### src/rtl/pmem_arbiter.sv
`default_nettype none
// ============================================================================
// Module   : pmem_arbiter
// Purpose  : Shares one line-granular physical-memory port among NUM_CLIENTS
//            cache clients. Define PMEM_ARB_ROUND_ROBIN_EN for round-robin
//            arbitration; otherwise fixed priority (lowest index wins).
// Revision : 1.0 - initial release
// ============================================================================
module pmem_arbiter #(
  parameter int NUM_CLIENTS = 2,
  parameter int LINE_WIDTH  = 256,
  parameter int ADDR_WIDTH  = 32
) (
  input  logic                              clk,
  input  logic                              rst_n,
  input  logic [NUM_CLIENTS-1:0]            client_read,
  input  logic [NUM_CLIENTS-1:0]            client_write,
  input  logic [NUM_CLIENTS*ADDR_WIDTH-1:0] client_address,
  input  logic [NUM_CLIENTS*LINE_WIDTH-1:0] client_wdata,
  output logic [LINE_WIDTH-1:0]             client_rdata,
  output logic [NUM_CLIENTS-1:0]            client_resp,
  input  logic                              pmem_resp,
  input  logic [LINE_WIDTH-1:0]             pmem_rdata,
  output logic                              pmem_read,
  output logic                              pmem_write,
  output logic [ADDR_WIDTH-1:0]             pmem_address,
  output logic [LINE_WIDTH-1:0]             pmem_wdata
);

  localparam int c_IDX_W = $clog2(NUM_CLIENTS);

  typedef enum logic [1:0] {
    IDLE    = 2'd0,
    ISSUE   = 2'd1,
    RESPOND = 2'd2
  } state_t;

  state_t                 r_state;
  state_t                 w_state_next;
  logic [c_IDX_W-1:0]     r_grant;
  logic                   r_op_write;
  logic [ADDR_WIDTH-1:0]  r_addr;
  logic [LINE_WIDTH-1:0]  r_wdata;
  logic [LINE_WIDTH-1:0]  r_rdata;

  logic [NUM_CLIENTS-1:0] w_req;
  logic [c_IDX_W-1:0]     w_lo;
  logic [c_IDX_W-1:0]     w_win;
  logic [ADDR_WIDTH-1:0]  w_addr_arr  [NUM_CLIENTS];
  logic [LINE_WIDTH-1:0]  w_wdata_arr [NUM_CLIENTS];

  assign w_req = client_read | client_write;

  generate
    for (genvar g = 0; g < NUM_CLIENTS; g++) begin : g_unpack
      assign w_addr_arr[g]  = client_address[g*ADDR_WIDTH +: ADDR_WIDTH];
      assign w_wdata_arr[g] = client_wdata[g*LINE_WIDTH +: LINE_WIDTH];
    end
  endgenerate

  // Lowest-index requester: the fixed-priority winner and the round-robin wrap-around case.
  always_comb begin
    w_lo = '0;
    for (int i = NUM_CLIENTS - 1; i >= 0; i--) begin
      if (w_req[i]) w_lo = c_IDX_W'(i);
    end
  end

`ifdef PMEM_ARB_ROUND_ROBIN_EN
  logic [c_IDX_W-1:0] r_last;
  logic [c_IDX_W-1:0] w_hi;
  logic               w_hi_vld;

  // Lowest requester strictly above the last grant; fall back to the lowest overall.
  always_comb begin
    w_hi     = '0;
    w_hi_vld = 1'b0;
    for (int i = NUM_CLIENTS - 1; i >= 0; i--) begin
      if (w_req[i] && (c_IDX_W'(i) > r_last)) begin
        w_hi     = c_IDX_W'(i);
        w_hi_vld = 1'b1;
      end
    end
  end

  assign w_win = w_hi_vld ? w_hi : w_lo;

  always_ff @(posedge clk or negedge rst_n) begin
    if (!rst_n) begin
      r_last <= c_IDX_W'(NUM_CLIENTS - 1);
    end else if ((r_state == IDLE) && (|w_req)) begin
      r_last <= w_win;
    end
  end
`else
  assign w_win = w_lo;
`endif

  always_ff @(posedge clk or negedge rst_n) begin
    if (!rst_n) begin
      r_state <= IDLE;
    end else begin
      r_state <= w_state_next;
    end
  end

  always_comb begin
    w_state_next = r_state;
    case (r_state)
      IDLE:    if (|w_req) w_state_next = ISSUE;
      ISSUE:   if (pmem_resp) w_state_next = RESPOND;
      RESPOND: w_state_next = IDLE;
      default: w_state_next = IDLE;
    endcase
  end

  // Transaction registers: client inputs are only looked at in IDLE.
  always_ff @(posedge clk or negedge rst_n) begin
    if (!rst_n) begin
      r_grant    <= '0;
      r_op_write <= 1'b0;
      r_addr     <= '0;
      r_wdata    <= '0;
      r_rdata    <= '0;
    end else begin
      if ((r_state == IDLE) && (|w_req)) begin
        r_grant    <= w_win;
        r_op_write <= client_write[w_win];
        r_addr     <= w_addr_arr[w_win];
        r_wdata    <= w_wdata_arr[w_win];
      end
      if ((r_state == ISSUE) && pmem_resp) begin
        r_rdata <= pmem_rdata;
      end
    end
  end

  always_comb begin
    pmem_read   = 1'b0;
    pmem_write  = 1'b0;
    client_resp = '0;
    if (r_state == ISSUE) begin
      pmem_read  = ~r_op_write;
      pmem_write = r_op_write;
    end
    if (r_state == RESPOND) begin
      client_resp = NUM_CLIENTS'(1) << r_grant;
    end
  end

  assign pmem_address = r_addr;
  assign pmem_wdata   = r_wdata;
  assign client_rdata = r_rdata;

endmodule
`default_nettype wire

### config.mk
export PLATFORM = sky130hd
export DESIGN_NAME = pmem_arbiter
export DESIGN_NICKNAME = d
export VERILOG_FILES = /design/src/rtl/pmem_arbiter.sv
export SDC_FILE = /design/constraint.sdc
export NUM_CORES = 1
export LEC_CHECK = 0
export CORE_AREA = 2 2 540 542
export CTS_CLUSTER_SIZE = 10
export DETAILED_ROUTE_END_ITERATION = 12
export DIE_AREA = 0 0 542 544
export PLACE_DENSITY = 0.3
export REMOVE_ABC_BUFFERS = 1
export SLEW_MARGIN = 30
export SYNTH_ARGS = -nofsm -noshare
export SYNTH_HDL_FRONTEND = slang
export SYNTH_SLANG_ARGS = --single-unit
### constraint.sdc
create_clock -name clk -period 1.9 [get_ports clk]
set_input_delay 0.38 -clock clk [delete_from_list [all_inputs] [get_ports clk]]
set_output_delay 0.38 -clock clk [all_outputs]
set_load 0.03 [all_outputs]
==> results of run 1 <==
==> layout make-up <==
cell class / instances / share of cell area [%]
Timing Repair Buffer: 1615 / 35.03
Clock inverter: 16 / 0.4704
Tap cell: 3800 / 9.822
Multi-Input combinational cell: 848 / 16.56
Sequential cell: 548 / 28.38
Antenna cell: 18 / 0.09305
Inverter: 579 / 4.490
Clock buffer: 129 / 5.151
==> critical path, delay by kind of cell (launching register included) <==
family / cells / cell delay [ns]
DFF: 1 / 0.36
buffers and inverters: 8 / 1.09
muxes: 1 / 0.35
and+or+nand+nor: 2 / 0.16
==> power groups by stage <==
stage | registers (W) | logic, W | clock network, W
2_1_floorplan | 0.0247 | 0.00546 | 0
3_5_place_dp | 0.0224 | 0.0457 | 0
6_report | 0.0221 | 0.0470 | 0.0160
5_1_grt | 0.0229 | 0.0499 | 0.0171
3_3_place_gp | 0.0224 | 0.0457 | 0
4_1_cts | 0.0223 | 0.0442 | 0.0168
==> path summary, 6_finish.rpt <==
kind	from	end	cells after the start
max	r_state[0]	client_rdata[246]	11
min	client_wdata[352]	pmem_wdata[96]	3
max reg2reg	r_state[0]	client_rdata[246]	11
min reg2reg	client_rdata[109]	client_rdata[109]	1
max in group asynchronous	rst_n	client_rdata[92]	3
min in group asynchronous	rst_n	client_rdata[224]	3
==> logic make-up (layout without fill, tap and decap cells) <==
group	Yosys count	after routing	synth area share [%]
compound gates	292	292	10.84
mux	257	257	12.31
other cells	0	18	0
buf+inv	735	2339	12.08
flops	548	548	58.33
simple gates	299	299	6.440
==> placed cells by master, fill, tap and decap left out, types with 2 or more instances in the layout <==
cell,count
a221oi_1,221
a221oi_2,65
a221oi_4,2
buf_12,78
buf_16,20
buf_2,22
buf_4,198
buf_6,34
buf_8,15
bufinv_16,4
clkbuf_1,25
clkbuf_16,118
clkbuf_2,75
clkbuf_8,18
clkdlybuf4s15_2,49
clkdlybuf4s50_1,837
clkinv_2,8
dfrtp_1,528
dfrtp_2,20
diode_2,18
dlygate4sd2_1,171
dlygate4sd3_1,2
dlymetal6s2s_1,80
inv_1,579
mux2_2,140
mux2_4,116
nor2_1,2
nor2_4,4
nor3_1,266
nor3_2,20
nor3_4,2
==> synth_stat cells (5+ instances only) <==
library cell,number
clkbuf_1,86
nor3_1,288
a221oi_1,288
dfrtp_1,548
buf_1,5
mux2_2,256
inv_1,579
buf_2,65
nor2_1,6
==> sequential cells by signal, indices dropped and copies added (netlist names) <==
| register | count |
|---|---|
| client_rdata | 256 |
| pmem_wdata | 256 |
| r_grant | 1 |
| r_state | 2 |
| pmem_address | 32 |
| r_op_write | 1 |
==> metrics by stage <==
stage	TNS (ns)	area, um2	hold WS, ns	utilization, %	setup WS (ns)
after floorplan	-6347.48	22840	0.08441	-	-12.49
after global placement	-185.37	43280	0.2293	14.96	-0.5634
after detailed placement	-184.19	43280	0.2311	14.96	-0.5648
after CTS	-122.02	46060	0.05578	15.92	-0.3877
after global routing	-118.48	48380	0.09772	16.72	-0.3487
final	-43.06	48410	0.1486	16.73	-0.2310
==> metal layers <==
metal	routed length (um)	vias to the layer above	track usage, %
met5	115	-	0
met4	6778	18	3.691
met3	19730	232	5.677
met2	90230	1072	19.51
met1	64100	11318	11.39
li1	-	10405	-
==> timing repair <==
| item | in CTS | in global routing |
|---|---|---|
| gates resized for setup | 840 | 541 |
| setup buffers | 13 | 21 |
| hold buffers | 2 | 0 |
| hold endpoints to repair | 242 | 0 |
| cloned | 6 | 40 |
| pin swaps | 1 | 4 |
| setup endpoints to repair | 820 | 890 |
==> reports/qor.txt, run 1 <==
DRT iter0 DRCs: 775
Crit path arrival time: 2.77 ns
clk slew on worst S/H paths: 0.06 ns
Post-synth EDFFs: 0
top-area cell type share of the netlist area: 58.33%
WP data required: 2.53 ns
post-DP HPWL: 141900 um
Tmin final: 2.131 ns
CP peak stage delay: 0.36 ns
Final period util: 112.2%
Yosys reg bits: 548
VDD IR max: 822.2 uV
Flop pwr share: 25.9%
core area: 289400 um2
CTS tree: built
clock skew: 0.02855 ns
CTS H-tree lvls: 3
RSZ-0062 raised after global routing: true
P_leak: 21.59 nW
Die X-Extent: 542 um
Final setup violation count: 567
slew margin rel.: 56.48%
synthesized area: 23510 um2
Cells after Synth: 2131
failing checks: setup timing
CTS sink cnt: 548
FFs w/ async S/R, synth: 100.0%
Pre-antenna DRT Iters: 5
number of I/O port buffers: 1386
most frequent CP cell: buf_12
Worst Slack Setup Final: -0.2310 ns
area of the multi-input gates: 8015 um2
Final Wtd Congestion: 0.8166
vias per cell: 3.051
fmax: 0.4693 GHz
clock root buffer: clkbuf_16
flop-to-flop setup slack: -0.23 ns
DRC errors left: 0
CP Max Fanout: 15
Initial Utilization: 8.124%
final cell count without fillers: 7553
clk_lat worst skew: 0.77 ns
routed len/inst: 23.96 um
Synth Warn #: 0
vias in the first global route: 24741
slowest stage cell, crit path: dfrtp_1
vias after detailed routing: 23045
WL final: 181000 um
Clk pwr share: 18.8%
crit end category: flip-flop
sw frac: 45.93%
layout cells sized above 1: 27.28%
Max-Cap Viols: 0
antenna violations before repair: 35
Worst Tran Pin Value: 0.6507 ns
Syn Area/Cell: 11.03 um2
Routed Antenna Nets: 0
gr ovfl total: 0
Comb pwr share: 55.3%
worst-path cell chain: buf_6, nand2b_4, buf_4, buf_12, nor2_4, buf_12, buf_12, buf_16, buf_12, buf_16, mux2_2
register area: 13740 um2
Pwr per Cell Area: 1756 nW/um2
cell-internal power: 0.04596 W
CP Class: flip-flop to flip-flop
placed cell count: 7309
first-pass GRT wire length: 225800 um
Design Power: 0.08501 W
switching power: 0.03904 W
status: complete, but fails checks
Synth cell types: 19
Synth area leader: dfrtp_1
Max clock buf depth: 4
CTS Buf Count: 85
commonest register cell after synthesis: dfrtp_1
worst min path class: primary input to flip-flop
Final Max Slew Viols: 0
fillcell total: 32228
largest cells by area after synthesis: dfrtp_1, mux2_2, a221oi_1
Die H: 544 um
# nets final: 4516
Top Ports: 1387
Die ar.: 294800 um2
Layout area overhead: 105.9%
Total GRT Usage: 11.13%
register area share after synthesis: 58.33%
startpoint type of the worst setup path: flip-flop
Row Count: 198
pin count of the biggest net entering global routing: 82
final hold vios: 0
No activity file was read; power rests on OpenSTA's default activity.
==> run 2: changes to the inputs <==
SLEW_MARGIN = 15   (was 30)
==> results of run 2 <==
Same layout as run 1: the final DEF is identical, and so are final timing and power.
==> run 3: changes to the inputs <==
TNS_END_PERCENT = 30   (was unset)
==> reports/qor.txt, run 3 (same netlist as run 1, synthesis figures left out) <==
DRT iter0 DRCs: 812 (+4.8%)
grt met2 use: 19.51% (unchanged)
most frequent CP cell: buf_12
Max-Cap Viols: 0 (unchanged)
Pre-antenna DRT Iters: 5 (unchanged)
WL final: 178600 um (-1.3%)
most common cell after layout, fill and taps aside: clkdlybuf4s50_1
VDD IR max: 832.1 uV (+1.2%)
Final period util: 112.0% (-0.15 points)
placed instance area: 43280 um2 (unchanged)
post-DP HPWL: 141900 um (unchanged)
Layout area overhead: 104.1%
Crit path arrival time: 2.76 ns (about the same)
Final Max Slew Viols: 0 (unchanged)
pin count of the biggest net entering global routing: 82 (unchanged)
CTS sink cnt: 548 (unchanged)
layout cells sized above 1: 25.44% (-1.8 points)
HP Start: client_wdata[352]
antenna violations before repair: 35 (unchanged)
Total GRT Usage: 11.13% (unchanged)
P_leak: 21.44 nW (-0.68%)
WP data required: 2.53 ns (about the same)
CTS H-tree lvls: 3 (unchanged)
status: complete, but fails checks
R2R depth: 11 (unchanged)
vias per cell: 3.043 (-0.26%)
WHS Endpoint: pmem_wdata[96]
hold_ws: 0.1556 ns (+0.006969 ns)
Final setup violation count: 532 (-6.2%)
crit end category: flip-flop
gr ovfl total: 0 (unchanged)
clock root buffer: clkbuf_16
CTS Buf Count: 85 (unchanged)
Die ar.: 294800 um2 (unchanged)
core area: 289400 um2 (unchanged)
Row Count: 198 (unchanged)
CTS tree: built
Pwr per Cell Area: 1762 nW/um2 (+0.33%)
CP peak stage delay: 0.36 ns (about the same)
CP Class: flip-flop to flip-flop
met3 usage: 5.677% (unchanged)
slowest stage cell, crit path: dfrtp_1
vias in the first global route: 24741 (unchanged)
Top Ports: 1387 (unchanged)
Worst Tran Pin Value: 0.6555 ns (+0.004846 ns)
reg2reg end: client_rdata[246]
RSZ-0062 raised after global routing: true
GRT busiest layer: met2
fmax: 0.4699 GHz (+0.13%)
Routed Antenna Nets: 0 (unchanged)
RR Startpoint: r_state[0]
Max clock buf depth: 4 (unchanged)
Tmin final: 2.128 ns (-0.002830 ns)
DRC errors left: 0 (unchanged)
clk slew on worst S/H paths: 0.06 ns (about the same)
most frequent cells in the layout: clkdlybuf4s50_1, inv_1, dfrtp_1
routed len/inst: 23.70 um (-1.1%)
grt met1 use: 11.39% (unchanged)
failing checks: setup timing
Worst Slack Setup Final: -0.2282 ns (+0.002830 ns)
Final Wtd Congestion: 0.8166 (unchanged)
first-pass GRT wire length: 225800 um (unchanged)
post-route setup TNS: -36.37 ns (+6.687 ns)
Initial Utilization: 8.124% (unchanged)
slew margin rel.: 56.15% (-0.32 points)
Die H: 544 um (unchanged)
clk_lat worst skew: 0.77 ns (about the same)
startpoint type of the worst setup path: flip-flop
hold path cells: 3 (unchanged)
final hold vios: 0 (unchanged)
Design Power: 0.08453 W (-0.56%)
worst-path cell chain: buf_6, nand2b_4, buf_4, buf_12, nor2_4, buf_12, buf_12, buf_16, buf_12, buf_16, mux2_2
final instance area: 47980 um2 (-0.88%)
Place WS: -0.5648 ns (unchanged)
clock skew: 0.03070 ns (+0.002155 ns)
# nets final: 4499 (-0.38%)
worst min path class: primary input to flip-flop
flop-to-flop setup slack: -0.23 ns (about the same)
number of I/O port buffers: 1386 (unchanged)
Die X-Extent: 542 um (unchanged)
vias after detailed routing: 22928 (-0.51%)
CP Max Fanout: 15 (unchanged)
==> run 3: changes by cell type in the layout (fill, tap and decap cells not counted), moves of 6 or more <==
cell and delta:
a221oi_1 +25, a221oi_2 -24, buf_12 +6, buf_8 -6
clkbuf_16 -11, clkbuf_2 -23, dlygate4sd2_1 +23, mux2_2 -15
mux2_4 +15, nor3_1 +8, nor3_2 -8
==> run 3: timing repair <==
item                                    4_1_cts  5_1_grt
hold endpoints to repair                    242        0
endpoints found under the setup margin      820      890
hold buffers                                  2        0
setup buffers                                13       15
cloned                                        6       28
pin swaps                                     1        4
resized for setup                           840      466
==> run 3: final cells by class <==
type	count	area (um2)
Antenna cell	16	40.04
Multi-Input combinational cell	848	7864
Tap cell	3800	4755
Fill cell	32266	241400
Inverter	579	2173
Clock buffer	129	2494
Timing Repair Buffer	1598	16690
Clock inverter	16	227.7
Sequential cell	548	13740
==> run 3: worst max-delay path: cells and delay by family (launching register included) <==
kind	cells	cell delay [ns]
flops	1	0.36
buf+inv	8	1.08
simple gates	2	0.16
mux	1	0.35
==> run 3: how the worst max path moves through the flow <==
stage / startpoint / end / slack [ns] / cells past startpoint
floorplan: client_read[0] / r_state[0] / -12.49 / 3
global placement: r_state[1] / client_rdata[228] / -0.56 / 6
detailed placement: r_state[1] / client_rdata[19] / -0.56 / 6
CTS: r_state[1] / pmem_write / -0.39 / 4
global route: r_state[1] / pmem_write / -0.35 / 4
finish: r_state[0] / client_rdata[246] / -0.23 / 11
==> run 3: report_power, final <==
group	switching, W	internal (W)
combinational	0.0280	0.0186
clock	0.00640	0.00955
sequential	0.00441	0.0176
==> run 3: per-stage QoR <==
step / instances / utilization [%]
global placement: 7309 / 14.96
finish: 7534 / 16.58
CTS: 7475 / 15.92
global route: 7527 / 16.58
detailed placement: 7309 / 14.96
floorplan: 1975 / -
==> run 3: metal layers <==
metal	part of all wire [%]	vias up
li1	-	10374
met5	0.063	-
met2	50	1078
met1	36	11223
met4	3.8	18
met3	11	235
